===== src/rtl/lifo_pkg.sv =====
// Shared command encodings and controller state type for the lifo command path.
package lifo_pkg;

  localparam logic [1:0] OP_PUSH = 2'b00;
  localparam logic [1:0] OP_POP  = 2'b01;
  localparam logic [1:0] OP_PEEK = 2'b10;
  localparam logic [1:0] OP_RSVD = 2'b11;

  typedef enum logic [1:0] {
    IDLE     = 2'd0,
    POP_WAIT = 2'd1,
    PUSHBACK = 2'd2
  } lifo_ctrl_state_t;

endpackage


===== src/rtl/lifo_ctrl.sv =====
// Push/pop/peek command controller for an attached lifo; LIFO_CTRL_PEEK_EN enables op 10 (peek)
// and the PUSHBACK state, otherwise op 10 is answered with an error response.
module lifo_ctrl
  import lifo_pkg::*;
#(
  parameter int LIFO_SIZE = 6,
  parameter int DATA_W    = 10,
  parameter int CNT_W     = $clog2(LIFO_SIZE + 1)
) (
  input  logic              clk,
  input  logic              reset,
  input  logic              cmd_valid,
  output logic              cmd_ready,
  input  logic [1:0]        cmd_op,
  input  logic [DATA_W-1:0] cmd_data,
  output logic              rsp_valid,
  output logic [DATA_W-1:0] rsp_data,
  output logic              rsp_err,
  output logic [CNT_W-1:0]  count,
  output logic              lifo_write,
  output logic              lifo_read,
  output logic [DATA_W-1:0] lifo_datain,
  input  logic [DATA_W-1:0] lifo_dataout
);

  localparam logic [CNT_W-1:0] FULL = CNT_W'(LIFO_SIZE);

  lifo_ctrl_state_t  state_q, state_d;
  logic [CNT_W-1:0]  count_q, count_d;
  logic              ready_q, ready_d;
  logic              rsp_valid_q, rsp_valid_d;
  logic              rsp_err_q, rsp_err_d;
  logic              rsp_pass_q, rsp_pass_d;
  logic              wr_q, wr_d;
  logic              rd_q, rd_d;
  logic [DATA_W-1:0] datain_q, datain_d;
  logic              reject;
`ifdef LIFO_CTRL_PEEK_EN
  logic              peek_q, peek_d;
  logic              wb_q, wb_d;
`endif

  always_comb begin
    state_d     = state_q;
    count_d     = count_q;
    rsp_valid_d = 1'b0;
    rsp_err_d   = 1'b0;
    rsp_pass_d  = 1'b0;
    wr_d        = 1'b0;
    rd_d        = 1'b0;
    datain_d    = '0;
    reject      = 1'b0;
`ifdef LIFO_CTRL_PEEK_EN
    peek_d      = peek_q;
    wb_d        = 1'b0;
`endif
    case (state_q)
      IDLE: begin
        if (cmd_valid) begin
          case (cmd_op)
            OP_PUSH: begin
              if (count_q < FULL) begin
                wr_d        = 1'b1;
                datain_d    = cmd_data;
                count_d     = count_q + CNT_W'(1);
                rsp_valid_d = 1'b1;
              end else begin
                reject = 1'b1;
              end
            end
            OP_POP: begin
              if (count_q != '0) begin
                rd_d    = 1'b1;
                count_d = count_q - CNT_W'(1);
                state_d = POP_WAIT;
`ifdef LIFO_CTRL_PEEK_EN
                peek_d  = 1'b0;
`endif
              end else begin
                reject = 1'b1;
              end
            end
`ifdef LIFO_CTRL_PEEK_EN
            OP_PEEK: begin
              if (count_q != '0) begin
                rd_d    = 1'b1;
                peek_d  = 1'b1;
                state_d = POP_WAIT;
              end else begin
                reject = 1'b1;
              end
            end
`endif
            default: reject = 1'b1;
          endcase
        end
      end
      // lifo dataout becomes valid during the cycle after POP_WAIT; it is
      // forwarded from there rather than re-registered (see output muxes).
      POP_WAIT: begin
        rsp_valid_d = 1'b1;
        rsp_pass_d  = 1'b1;
        state_d     = IDLE;
`ifdef LIFO_CTRL_PEEK_EN
        if (peek_q) begin
          wr_d    = 1'b1;
          wb_d    = 1'b1;
          state_d = PUSHBACK;
        end
`endif
      end
`ifdef LIFO_CTRL_PEEK_EN
      PUSHBACK: state_d = IDLE;
`endif
      default: state_d = IDLE;
    endcase
    if (reject) begin
      rsp_valid_d = 1'b1;
      rsp_err_d   = 1'b1;
    end
    ready_d = (state_d == IDLE);
  end

  always_ff @(posedge clk) begin
    if (reset) begin
      state_q     <= IDLE;
      count_q     <= '0;
      ready_q     <= 1'b1;
      rsp_valid_q <= 1'b0;
      rsp_err_q   <= 1'b0;
      rsp_pass_q  <= 1'b0;
      wr_q        <= 1'b0;
      rd_q        <= 1'b0;
      datain_q    <= '0;
`ifdef LIFO_CTRL_PEEK_EN
      peek_q      <= 1'b0;
      wb_q        <= 1'b0;
`endif
    end else begin
      state_q     <= state_d;
      count_q     <= count_d;
      ready_q     <= ready_d;
      rsp_valid_q <= rsp_valid_d;
      rsp_err_q   <= rsp_err_d;
      rsp_pass_q  <= rsp_pass_d;
      wr_q        <= wr_d;
      rd_q        <= rd_d;
      datain_q    <= datain_d;
`ifdef LIFO_CTRL_PEEK_EN
      peek_q      <= peek_d;
      wb_q        <= wb_d;
`endif
    end
  end

  assign cmd_ready  = ready_q;
  assign rsp_valid  = rsp_valid_q;
  assign rsp_err    = rsp_err_q;
  assign count      = count_q;
  assign lifo_write = wr_q;
  assign lifo_read  = rd_q;
  assign rsp_data   = rsp_pass_q ? lifo_dataout : '0;
`ifdef LIFO_CTRL_PEEK_EN
  assign lifo_datain = wb_q ? lifo_dataout : datain_q;
`else
  assign lifo_datain = datain_q;
`endif

endmodule


===== config.mk =====
export PLATFORM = sky130hd
export DESIGN_NAME = lifo_ctrl
export DESIGN_NICKNAME = d
export VERILOG_FILES = /design/src/rtl/lifo_pkg.sv /design/src/rtl/lifo_ctrl.sv
export SDC_FILE = /design/constraint.sdc
export NUM_CORES = 1
export LEC_CHECK = 0
export ABC_AREA = 1
export BUFFER_PORTS_ARGS = -buffer_cell sky130_fd_sc_hd__buf_4
export CAP_MARGIN = 20
export CORE_MARGIN = 2
export CORE_UTILIZATION = 41
export CTS_CLUSTER_DIAMETER = 100
export DETAILED_ROUTE_END_ITERATION = 12
export PLACE_DENSITY_LB_ADDON = 0.1
export REMOVE_ABC_BUFFERS = 1
export SETUP_SLACK_MARGIN = 0.02
export SYNTH_ARGS = -nofsm -noshare
export SYNTH_HDL_FRONTEND = slang
export SYNTH_SLANG_ARGS = --single-unit

===== constraint.sdc =====
create_clock -name clk -period 2.8 [get_ports clk]
set_input_delay 0.56 -clock clk [delete_from_list [all_inputs] [get_ports clk]]
set_output_delay 0.56 -clock clk [all_outputs]
set_load 0.005 [all_outputs]

==> flow_results.org <==
** Run status
- Run status :: finished clean

** Placement
- Area after DPL :: approximately 1300 µm²
- During placement, the flow inserted port buffers numbering 52.
- Timing analysis after detailed placement gives a worst setup slack of 1.067 ns.
- Global placement routability congestion :: 0.7577
- Summed over all nets, the half-perimeter wirelength after detailed placement is 1.333 mm.
- Post-placement cell count :: 191

** Drt
- Vias per cell :: 4.277
- The detail route stage leaves a number of antenna-violating nets equal to 0.
- For this block, the initial DRC count from the detailed router was 16.
- Detailed-route DRC error count :: 0
- The routed design has 1.705 mm of wire.
- The final route contains roughly 830 vias.
- First-pass iteration count of the detailed router :: 4
- Wire length per cell after detailed routing :: 8.744 µm

** Die
- Die width :: just under 50 µm
- Die extent in y :: slightly below 50 µm
- For this configuration, the core starts out at a cell density of 0.4304.
- 53 I/O pins were placed.
- The core region is slightly below 2000 µm².
- The floorplan step defined a die boundary enclosing 2416 µm².
- Count of standard-cell rows :: 16

** Synth
- The complex-gate fraction of the synthesized area is 0.02695.
- Of the post-synthesis cell area, the part taken by muxes is 0.
- Sequential element share of the synthesized area :: 0.5030
- The synthesized design contains 21 register bits.
- Counting distinct cell types in the post-synthesis netlist gives 18.
- Number of warning messages in the yosys log :: 0
- Avg Synthesized Cell Area :: 7.396 µm²
- Largest family of logic cells by synthesized area :: simple AND/OR/NAND/NOR gates
- Mapped Cells :: 113
- Adder-cell share of the synthesized area :: 0.02395
- Post-synthesis simple-gate area fraction :: 0.2919
- Summing every instance area after synthesis gives around 840 µm².
- Of the total synthesized cell area, the portion taken by XOR and XNOR cells is 0.

** Worst hold path
- Path class of the lowest-slack min-delay path :: primary input to register

** Pwr
- Summed over all nets, the switching power comes to 0.1187 mW.
- Across the VDD grid, the largest voltage drop is 0.3117 mV.
- Of the total power, the clock network draws 0.282.
- The design draws 0.5101 mW.
- Dividing total power by cell area gives a power density of 397.3 nW/µm².
- Total leakage power :: 0.7470 nW
- Sequential Power Share :: 0.600
- Share of power burned in combinational logic :: 0.118
- The internal power of the cells totals 0.3913 mW.
- Of the total power, the share spent switching nets is 0.2328.

** Worst setup path
- Crit path buffers/inverters :: 2
- The largest individual stage delay along the critical path comes from the cell sky130_fd_sc_hd__dfxtp_1.
- Worst setup EP type :: primary output
- At the worst endpoint, the required time is 2.24 ns.
- STA classifies the critical path startpoint as a register.
- The worst setup path is of the register to primary output kind.
- The signal on the critical path passes through nand2_1 -> inv_1 -> buf_4.
- The kind of cell with the highest combined delay along the critical path is flip-flops.
- On the worst path, the slowest cell contributes a delay of 0.51 ns.
- Arrival @ worst endpoint :: 1.06 ns
- CP max FO :: 10

** Clock tree
- Buffers added to address setup during post-CTS repair amount to 0.
- For this design, the CTS-stage hold fixing added 0 buffers.
- Clock network latency to the later pin of the worst-skew pair :: roughly 0.30 ns
- TritonCTS built the clock tree.
- Number of levels in the clock H-tree :: 1
- CTS saw 21 sinks.
- CTS buffer count :: 3
- Max Root-Sink Buffers :: 2
- In this run, post-CTS repair resized a total of 0 instances.
- The tree is rooted in a sky130_fd_sc_hd__clkbuf_4.
- Clock transition at the register clock pins on the worst setup and hold paths after CTS :: 0.12 ns

** Cells and area
- Leading cell types in the layout, fill and taps excluded :: sky130_fd_sc_hd__buf_4 (52), sky130_fd_sc_hd__inv_1 (28), sky130_fd_sc_hd__nand2_1 (22)
- Of the cells placed in the final design, the portion with a size suffix greater than 1 is 0.3869.
- Fin area :: 1284 µm²
- The library cell used most frequently in the layout, excluding fill and tap cells, is sky130_fd_sc_hd__buf_4.
- The repair_antennas step left the layout with diodes totalling 0.
- Non-filler cells, final :: 195
- Post-route core utilization :: 0.6611
- The area growth from synthesis to layout is 53.59%.
- The net count of the finished layout is a little under 200.

** Global routing
- Entering global routing, the biggest net connects 13 pins.
- Global-route wire length before repair :: 2.773 mm
- In the global route stage, overall resource usage came out at 0.1449.
- Number of global-route vias before repair :: roughly 700
- Global route overflow :: 0
- Antenna violations before repair :: 0

** STA
- Setup violations remaining at the end of the flow were counted as 0.
- Static timing analysis puts the maximum clock frequency at 0.6168 GHz.
- Across all hold checks on the routed design, the worst slack comes to 0.4418 ns.
- In the post-route analysis, the smallest setup slack over all paths is roughly 1.2 ns.
- Number of hold violations in the final report :: 0
- Setup total negative slack on the finished layout was measured at 0 ns.
- Of the available clock period, the critical path in the final layout requires 0.5791.
- Post-layout minimum cycle time :: ~1.6 ns
- Setup Skew :: roughly 0.0046 ns
- The number of pins exceeding their max-slew limit in the final report came to 0.
- Setup repair after global routing left no endpoint under its margin.

** Run
- Max-cap check violation count :: 0
==> metal layers <==
| layer | vias to the layer above | global-route usage | part of all wire |
|---|---|---|---|
| li1 | 436 | - | - |
| met1 | 355 | 0.1721 | 0.42 |
| met2 | 39 | 0.2410 | 0.47 |
| met3 | 4 | 0.03681 | 0.10 |
| met4 | 0 | 0.07143 | 0.010 |
| met5 | - | 0 | 0 |
==> area by class of cell <==
cell class,count,area [µm²]
well taps,27,33.78
inverters,31,121.4
multi-input cells,60,290.3
repair buffers,52,390.4
flip-flops and latches,21,420.4
clock buffers,3,22.52
clock inverters,1,5.005
fillers,166,658.1
==> Yosys cell counts (all sizes together) <==
master | number | share of area
nand4 | 2 | 0.015
a21oi | 3 | 0.018
nand2 | 23 | 0.11
clkbuf | 1 | 0.0045
nand3 | 8 | 0.054
inv | 31 | 0.15
dfxtp | 21 | 0.50
fa | 1 | 0.024
nand3b | 1 | 0.0090
o21a | 1 | 0.0090
conb | 1 | 0.0045
nor2 | 20 | 0.11
==> kinds of logic (layout without fill, tap and decap cells) <==
kind of cell | after synthesis | count (layout)
and+or+nand+nor | 54 | 54
adders and majority gates | 1 | 1
other | 1 | 1
DFF | 21 | 21
AOI/OAI and AO/OA | 4 | 4
buffers and inverters | 32 | 87
==> registers in the layout (all words and copies together) (netlist names) <==
name,flops
cmd_ready,1
count,3
lifo_datain,10
lifo_read,1
lifo_write,1
rsp_err,1
rsp_pass_q,1
rsp_valid,1
state_q,2
==> power by group through the flow <==
| stage | clock network [mW] | registers, mW | logic [mW] |
|---|---|---|---|
| floorplan | 0 | 0.313 | 0.0221 |
| global placement | 0 | 0.312 | 0.0588 |
| detailed placement | 0 | 0.313 | 0.0599 |
| CTS | 0.151 | 0.306 | 0.0604 |
| global route | 0.161 | 0.307 | 0.0671 |
| finish | 0.144 | 0.306 | 0.0601 |
==> final timing paths <==
kind / start / end / slack [ns] / depth (start not counted)
worst max register to register: count[1] / count[2] / 1.33 / 9
worst min register to register: state_q[0] / rsp_pass_q / 0.51 / 2
worst max-delay path: rsp_pass_q / rsp_data[9] / 1.18 / 3
worst min-delay path: reset / count[1] / 0.44 / 2
Power figures use the tool's default switching activity.
